[src/rtl/tpu_host_link.sv]
// Host-side framed-stream transmitter for the TPU pin protocol: load frames, run/start, result capture and drain.
// Optional checksum trailer on the drained results: define TPU_HOST_LINK_CHECKSUM_EN.
module tpu_host_link #(
  parameter int unsigned RESULT_WAIT = 16,
  parameter int unsigned RES_DEPTH   = 4,
  parameter logic [7:0]  CODE_IDLE   = 8'h00,
  parameter logic [7:0]  CODE_W      = 8'h01,
  parameter logic [7:0]  CODE_INP    = 8'h02,
  parameter logic [7:0]  CODE_INS    = 8'h03,
  parameter logic [7:0]  CODE_START  = 8'h04
) (
  input  logic       clk,
  input  logic       reset,
  input  logic       s_valid,
  output logic       s_ready,
  input  logic [7:0] s_data,
  output logic       m_valid,
  input  logic       m_ready,
  output logic [7:0] m_data,
  output logic [7:0] tpu_ui_out,
  output logic [7:0] tpu_uio_out,
  input  logic [7:0] tpu_uo_in,
  output logic       busy,
  output logic       err
);

  localparam int unsigned AW     = (RES_DEPTH > 1) ? $clog2(RES_DEPTH) : 1;
  localparam logic [6:0]  DEPTH7 = 7'(RES_DEPTH);
  localparam logic [7:0]  WAIT8  = 8'(RESULT_WAIT);

  typedef enum logic [2:0] {S_IDLE, S_LOAD, S_START, S_WAIT, S_CAPTURE, S_DRAIN} state_t;

  state_t     state, next_state;
  logic [1:0] typ;
  logic [5:0] rem;
  logic [6:0] cap;
  logic [7:0] cnt;
  logic [6:0] wr, rd;
  logic [6:0] drain_len;
  logic [7:0] load_code;
  logic [7:0] buffer [RES_DEPTH];
  logic       accept;

`ifdef TPU_HOST_LINK_CHECKSUM_EN
  logic [7:0] sum;
  assign drain_len = cap + 7'd1;
`else
  assign drain_len = cap;
`endif

  assign accept = s_valid && s_ready;

  always_ff @(posedge clk or negedge reset) begin
    if (!reset) state <= S_IDLE;
    else        state <= next_state;
  end

  // NOTE: every variable assigned in always_comb gets a default first, so no path can infer a latch.
  always_comb begin
    next_state = state;
    case (state)
      S_IDLE: begin
        if (accept) begin
          if (s_data[7:6] == 2'b11)    next_state = S_START;
          else if (s_data[5:0] != 6'd0) next_state = S_LOAD;
        end
      end
      S_LOAD:    if (accept && rem == 6'd1) next_state = S_IDLE;
      S_START:   next_state = S_WAIT;
      S_WAIT: begin
        if (cnt == 8'd1) begin
`ifdef TPU_HOST_LINK_CHECKSUM_EN
          next_state = (cap != 7'd0) ? S_CAPTURE : S_DRAIN;
`else
          next_state = (cap != 7'd0) ? S_CAPTURE : S_IDLE;
`endif
        end
      end
      S_CAPTURE: if (wr == cap - 7'd1) next_state = S_DRAIN;
      S_DRAIN:   if (m_ready && rd == drain_len - 7'd1) next_state = S_IDLE;
      default:   next_state = S_IDLE;
    endcase
  end

  always_comb begin
    s_ready = (state == S_IDLE) || (state == S_LOAD);
    busy    = (state != S_IDLE);
    m_valid = (state == S_DRAIN);
    m_data  = buffer[rd[AW-1:0]];
`ifdef TPU_HOST_LINK_CHECKSUM_EN
    if (rd == cap) m_data = sum;
`endif
  end

  always_comb begin
    case (typ)
      2'b00:   load_code = CODE_W;
      2'b01:   load_code = CODE_INP;
      2'b10:   load_code = CODE_INS;
      default: load_code = CODE_IDLE;
    endcase
  end

  // NOTE: sequential state uses non-blocking assignments so every register samples pre-edge values.
  always_ff @(posedge clk or negedge reset) begin
    if (!reset) begin
      typ         <= 2'b00;
      rem         <= 6'd0;
      cap         <= 7'd0;
      cnt         <= 8'd0;
      wr          <= 7'd0;
      rd          <= 7'd0;
      err         <= 1'b0;
      tpu_ui_out  <= 8'h00;
      tpu_uio_out <= CODE_IDLE;
`ifdef TPU_HOST_LINK_CHECKSUM_EN
      sum         <= 8'h00;
`endif
    end else begin
      tpu_uio_out <= CODE_IDLE;
      if (state == S_IDLE && accept) begin
        typ <= s_data[7:6];
        rem <= s_data[5:0];
        cap <= ({1'b0, s_data[5:0]} > DEPTH7) ? DEPTH7 : {1'b0, s_data[5:0]};
        if (s_data[7:6] == 2'b11 && {1'b0, s_data[5:0]} > DEPTH7) err <= 1'b1;
      end
      // Pins are driven from the next state so CODE_START is visible exactly while in START.
      if (next_state == S_START) tpu_uio_out <= CODE_START;
      if (state == S_LOAD && accept) begin
        tpu_ui_out  <= s_data;
        tpu_uio_out <= load_code;
        rem         <= rem - 6'd1;
      end
      if (state == S_START) begin
        cnt <= WAIT8;
        wr  <= 7'd0;
        rd  <= 7'd0;
`ifdef TPU_HOST_LINK_CHECKSUM_EN
        sum <= 8'h00;
`endif
      end
      if (state == S_WAIT) cnt <= cnt - 8'd1;
      if (state == S_CAPTURE) begin
        wr  <= wr + 7'd1;
`ifdef TPU_HOST_LINK_CHECKSUM_EN
        sum <= sum + tpu_uo_in;
`endif
      end
      if (state == S_DRAIN && m_ready) rd <= rd + 7'd1;
    end
  end

  // NOTE: the result buffer has no reset; it is only read in DRAIN after a full capture rewrites it.
  always_ff @(posedge clk) begin
    if (state == S_CAPTURE) buffer[wr[AW-1:0]] <= tpu_uo_in;
  end

endmodule
[config.mk]
export PLATFORM = sky130hd
export DESIGN_NAME = tpu_host_link
export DESIGN_NICKNAME = d
export VERILOG_FILES = /design/src/rtl/tpu_host_link.sv
export SDC_FILE = /design/constraint.sdc
export NUM_CORES = 1
export LEC_CHECK = 0
export BUFFER_PORTS_ARGS = -buffer_cell sky130_fd_sc_hd__clkbuf_2
export CAP_MARGIN = 30
export CORE_MARGIN = 5
export CORE_UTILIZATION = 40
export DETAILED_ROUTE_END_ITERATION = 10
export PLACE_DENSITY = 0.69
export SYNTH_ARGS = -nofsm -noshare
export SYNTH_HDL_FRONTEND = slang
export SYNTH_SLANG_ARGS = --single-unit
[constraint.sdc]
create_clock -name clk -period 3.5 [get_ports clk]
set_input_delay 0.525 -clock clk [delete_from_list [all_inputs] [get_ports clk]]
set_output_delay 0.525 -clock clk [all_outputs]
set_load 0.01 [all_outputs]
Word level (Yosys, flattened, before mapping)
Memories as Yosys holds them, arrays and structs flattened. Index checks and enable logic that the tools add are counted.

$add $sub $neg: 5. Multiplexer cells: 22. Reductions and logical operators: 18. $lt $le $gt $ge: 1. Equality and inequality tests: 13.

Operators with widths (count): $mux W3 (9); $mux W8 (3); $mux W7 (3); $mux W6 (3); $pmux W3 S6 (1); $add A7 B1 Y7 const B (2); $eq A7 B7 Y1 (2); $eq A3 B2 Y1 const B (3); $eq A8 B1 Y1 const B (1); $reduce_bool A2 Y1 (4); $sub A8 B1 Y8 const B (1); $logic_and A1 B1 Y1 (7); $reduce_bool A7 Y1 (1); $sub A7 B1 Y7 const B (1); $eq A3 B3 Y1 const B (2); $eq A6 B1 Y1 const B (1); $gt A6 B3 Y1 const B (1); $pmux W2 S3 (1); $reduce_bool A6 Y1 (1); $sub A6 B1 Y6 const B (1); $eq A2 B2 Y1 const B (2); $eq A3 B1 Y1 const B (1); $logic_not A3 Y1 (1); $reduce_bool A3 Y1 (1); 5 further kinds (6).

RAM bits: 32. Logic and storage cells: 70. Output and inout port bits: 28. Bits in registers: 57. Input bits: 20. Memories kept: 1.

Memories: buffer (words 4, bits a word 8, rd ports 1, clocked after Yosys merged registers in 0, wr ports 1, RTL line 41) `logic [7:0] buffer [RES_DEPTH];`.

Longest topological paths before layout
Depth after elaboration: 9. Gate-level depth with buffers: 8. Mapped depth without buffers: 8.

Worst setup path before layout
Ideal clock, no wire load.

Path type: register to output. Start point: reg rd[0]. End point: out m_data[0]. Stages on the path, launching flop included: 3. Data required time: 2.975 ns. Setup slack: 1.527 ns. Data arrival time: 1.448 ns. Path through: dfrtp_1 > buf_1 > mux4_2.

Cells in the longest elaborated chain, start to end: 1.

RTL lines: from (decl) (RTL line 38) `logic [6:0] wr, rd;`; from (signal assigned) (RTL line 149) `if (state == S_DRAIN && m_ready) rd <= rd + 7'd1;`; $mem_v2 Z4 W8; to (decl) (RTL line 19) `output logic [7:0] m_data,`.

Every way passes these cells.

Worst setup path in the final report
Start point: reg rd[0]. End point: out m_data[6].

The elaborated chain is that of the path after synthesis.

==> summary.txt <==
Outcome
  • Outcome: finished, final reports clean

Place
  • DPL Wire Length: 5.493 mm
  • RD Place Congestion: 0.7808
  • IO buf count: 42
  • Placed cells: 511

Yosys
  • Yosys warning total: 0
  • Number of distinct library cells after synthesis: 50
  • Netlist area before placement: 4004 um2
  • Synth area leaders: dfrtp_1 32%, edfxtp_1 24%, mux4_2 4.5%, ha_1 4.1%, o21ai_0 3.8%
  • Number of flops mapped to enable cells by yosys: 32
  • Ys flop type: dfrtp_1
  • Seq cells post-synth: 83
  • Sequential area share after synthesis: 0.5588
  • Synthesized area per cell: 11.47 um2
  • Yosys top cell by area: dfrtp_1
  • Post-synthesis cell count: 349
  • Synth top area share: 0.3188
  • Async set or reset register ratio after synthesis: 0.6145

Job
  • # Max-Cap Violations: 0

Clock network
  • # clock sinks: 83
  • Post-cts resize count: 0
  • Post-CTS Hold Buffers: 0
  • Post-CTS setup buffer count: 0
  • CTS H-tree lvls: 3
  • Worst-Skew Late Latency: 0.36 ns
  • Root Driver: clkbuf_8
  • CTS tree: done
  • Clock Path Buffers: 2
  • Cts bufs inserted: 9
  • Clock transition at path regs: 0.09 ns

Finish
  • Area of the multi-input gates: 1645 um2
  • Fin nets: 422
  • Final Non-Filler Cells: 527
  • Sequential cell area: 2237 um2
  • Area Growth Syn to Fin: 13.16%
  • # diodes: 0
  • Share of layout cells above drive strength 1: 0.2107
  • Fill cell count: 935

STA
  • Worst hold slack: 0.1661 ns
  • Clk_skew: 0.01197 ns
  • Min cycle time layout: 2.372 ns
  • Setup TNS: 0 ns
  • Worst Max-Slew Pin Slew: 0.7729 ns
  • Final Slew Violations: 0
  • Unrepaired setup endpoints after global routing: no
  • Relative slew slack: 0.4847
  • Fin crit share: 0.6776
  • Final setup viols: 0
  • Final hold vios: 0
  • Max Clk Rate: 421.6 MHz

Route
  • Routed vias/inst: 5.101
  • Via count: 2688
  • DRC: 0
  • DR pass1 iterations: 4
  • Routed Antenna Nets: 0
  • Initial drt markers: 113
  • Average wire per standard cell: 14.50 um
  • Routed WL: 7.644 mm

Floorplan
  • Die Ht: 110.0 um
  • Die Footprint: 12110 um2
  • Placeable Area: 9774 um2
  • Rows: 36
  • IO Pins: 48
  • Horiz. Die Dim: 110.0 um
  • Initial Utilization: 0.4096

Critical path
  • Worst path bufs/invs: 1
  • Critical Path Start Type: register
  • CP required: 2.97 ns
  • Crit path kind: reg -> out
  • Delay-heaviest family, CP: flip-flops
  • CP Cell Sequence: mux4_2 -> clkbuf_2
  • Crit path max fanout: 13
  • Worst EP arrival: 1.85 ns
  • Slowest-stage cell, CP: dfrtp_1
  • Crit. End Element: primary output
  • Max incr delay on CP: 0.76 ns

GRT
  • All-Layer GR Usage: 0.1362
  • Initial antenna violation count: 0
  • First-pass GRT wire length: 13.01 mm
  • Largest net degree at the start of global routing: 29
  • Vias in the first global route: 2746
  • GRT Residual Overflow: 0

Power
  • Cell leakage power: 0.001886 uW
  • Worst vdd ir: 0.0004614 V
  • PD cells: 655.3 nW/um2

Worst hold path
  • Worst hold path type: in -> async
==> final timing paths <==
check	startpoint	end	slack (ns)	depth (start not counted)
max in group asynchronous	reset	wr[3]$_DFFE_PN0P_	2.53	2
min	reset	tpu_ui_out[7]$_DFFE_PN0P_	0.17	1
min in group clk	tpu_uo_in[3]	buffer[1][3]$_DFFE_PP_	0.38	1
max reg2reg	cap[0]$_DFFE_PN0P_	state[0]$_DFF_PN0_	1.24	8
max	rd[0]$_DFFE_PN0P_	m_data[6]	1.13	2
min reg2reg	err$_DFFE_PN0P_	err$_DFFE_PN0P_	0.47	1
==> sequential cells by signal, summed over array words and instances, names as in the netlist <==
signal,flops
rem,6
tpu_uio_out,3
err,1
cap,6
rd,7
wr,7
tpu_ui_out,8
typ,2
state,3
buffer,32
cnt,8
==> layout by cell type, fill, tap and decap left out, drive strengths merged, types with 2 or more instances in the layout <==
| cell | Yosys | routed |
|---|---|---|
| xor2 | 9 | 9 |
| dfrtp | 51 | 51 |
| nand4 | 6 | 6 |
| and3 | 3 | 3 |
| ha | 13 | 13 |
| inv | 12 | 14 |
| xnor2 | 8 | 8 |
| nand2 | 26 | 26 |
| nor2b | 4 | 4 |
| edfxtp | 32 | 32 |
| and2 | 9 | 9 |
| mux4 | 8 | 8 |
| clkbuf | 12 | 51 |
| buf | 7 | 2 |
| a31oi | 4 | 4 |
| nor3 | 4 | 4 |
| a22o | 3 | 3 |
| mux2i | 2 | 2 |
| a21oi | 13 | 13 |
| clkinv | 0 | 3 |
| conb | 1 | 5 |
| nand3b | 2 | 2 |
| or3 | 2 | 2 |
| nand3 | 14 | 14 |
| mux2 | 9 | 9 |
| o22ai | 3 | 3 |
| o21ai | 37 | 37 |
| nor2 | 24 | 24 |
| nor3b | 3 | 3 |
| nand2b | 10 | 10 |
| or4 | 4 | 4 |
| a21o | 2 | 2 |
==> where the power goes <==
part | internal [uW] | switching, uW | total, uW
Sequential | 1190 | 207 | 1390
Clock | 343 | 381 | 724
Combinational | 397 | 454 | 852
==> cell usage after synthesis, drive strengths merged (2+ instances only) <==
| cell type | count |
|---|---|
| nor2 | 24 |
| edfxtp | 32 |
| mux4 | 8 |
| nand3b | 2 |
| or4 | 4 |
| xnor2 | 8 |
| a31oi | 4 |
| nand2b | 10 |
| nand3 | 14 |
| nand4 | 6 |
| and3 | 3 |
| o21ai | 37 |
| nor2b | 4 |
| a21o | 2 |
| dfrtp | 51 |
| o22ai | 3 |
| clkbuf | 12 |
| mux2 | 9 |
| buf | 7 |
| inv | 12 |
| nand2 | 26 |
| a21oi | 13 |
| or3 | 2 |
| and2 | 9 |
| nor3 | 4 |
| xor2 | 9 |
| nor3b | 3 |
| mux2i | 2 |
| a22o | 3 |
| ha | 13 |
==> cell type report <==
type / instances / area share
tap: 133 / 0.03673
inverter: 12 / 0.009942
multi-input combinational: 239 / 0.3632
timing repair buffer: 44 / 0.04971
sequential: 83 / 0.4938
clock inverter: 7 / 0.01933
clock buffer: 9 / 0.02734
==> cell families after synthesis <==
family / count (synthesis) / share of synthesized area
compound gates: 69 / 0.09906
xor+xnor: 17 / 0.03906
fa+ha+maj: 13 / 0.04063
buf+inv: 31 / 0.03406
flops: 83 / 0.5587
mux: 19 / 0.07531
other cells: 1 / 0.0009366
simple gates: 116 / 0.1522
==> per-stage QoR <==
step,instance area (um2),setup slack [ns],power (uW),utilization
6_report,4531,1.128,2969,0.4635
5_1_grt,4531,0.9873,3184,0.4635
4_1_cts,4531,1.078,3001,0.4635
3_5_place_dp,4319,1.266,2270,0.4419
3_3_place_gp,4319,1.388,2231,0.4419
2_1_floorplan,4019,1.527,2010,-
==> layer usage <==
metal / vias up / GRT usage / share of wire
met1: 1297 / 0.1834 / 0.47
met4: 0 / 0.03206 / 0.0085
li1: 1327 / - / -
met3: 7 / 0.03669 / 0.047
met2: 57 / 0.2201 / 0.47
met5: - / 0 / 0
(Power assumes the default switching activity.)
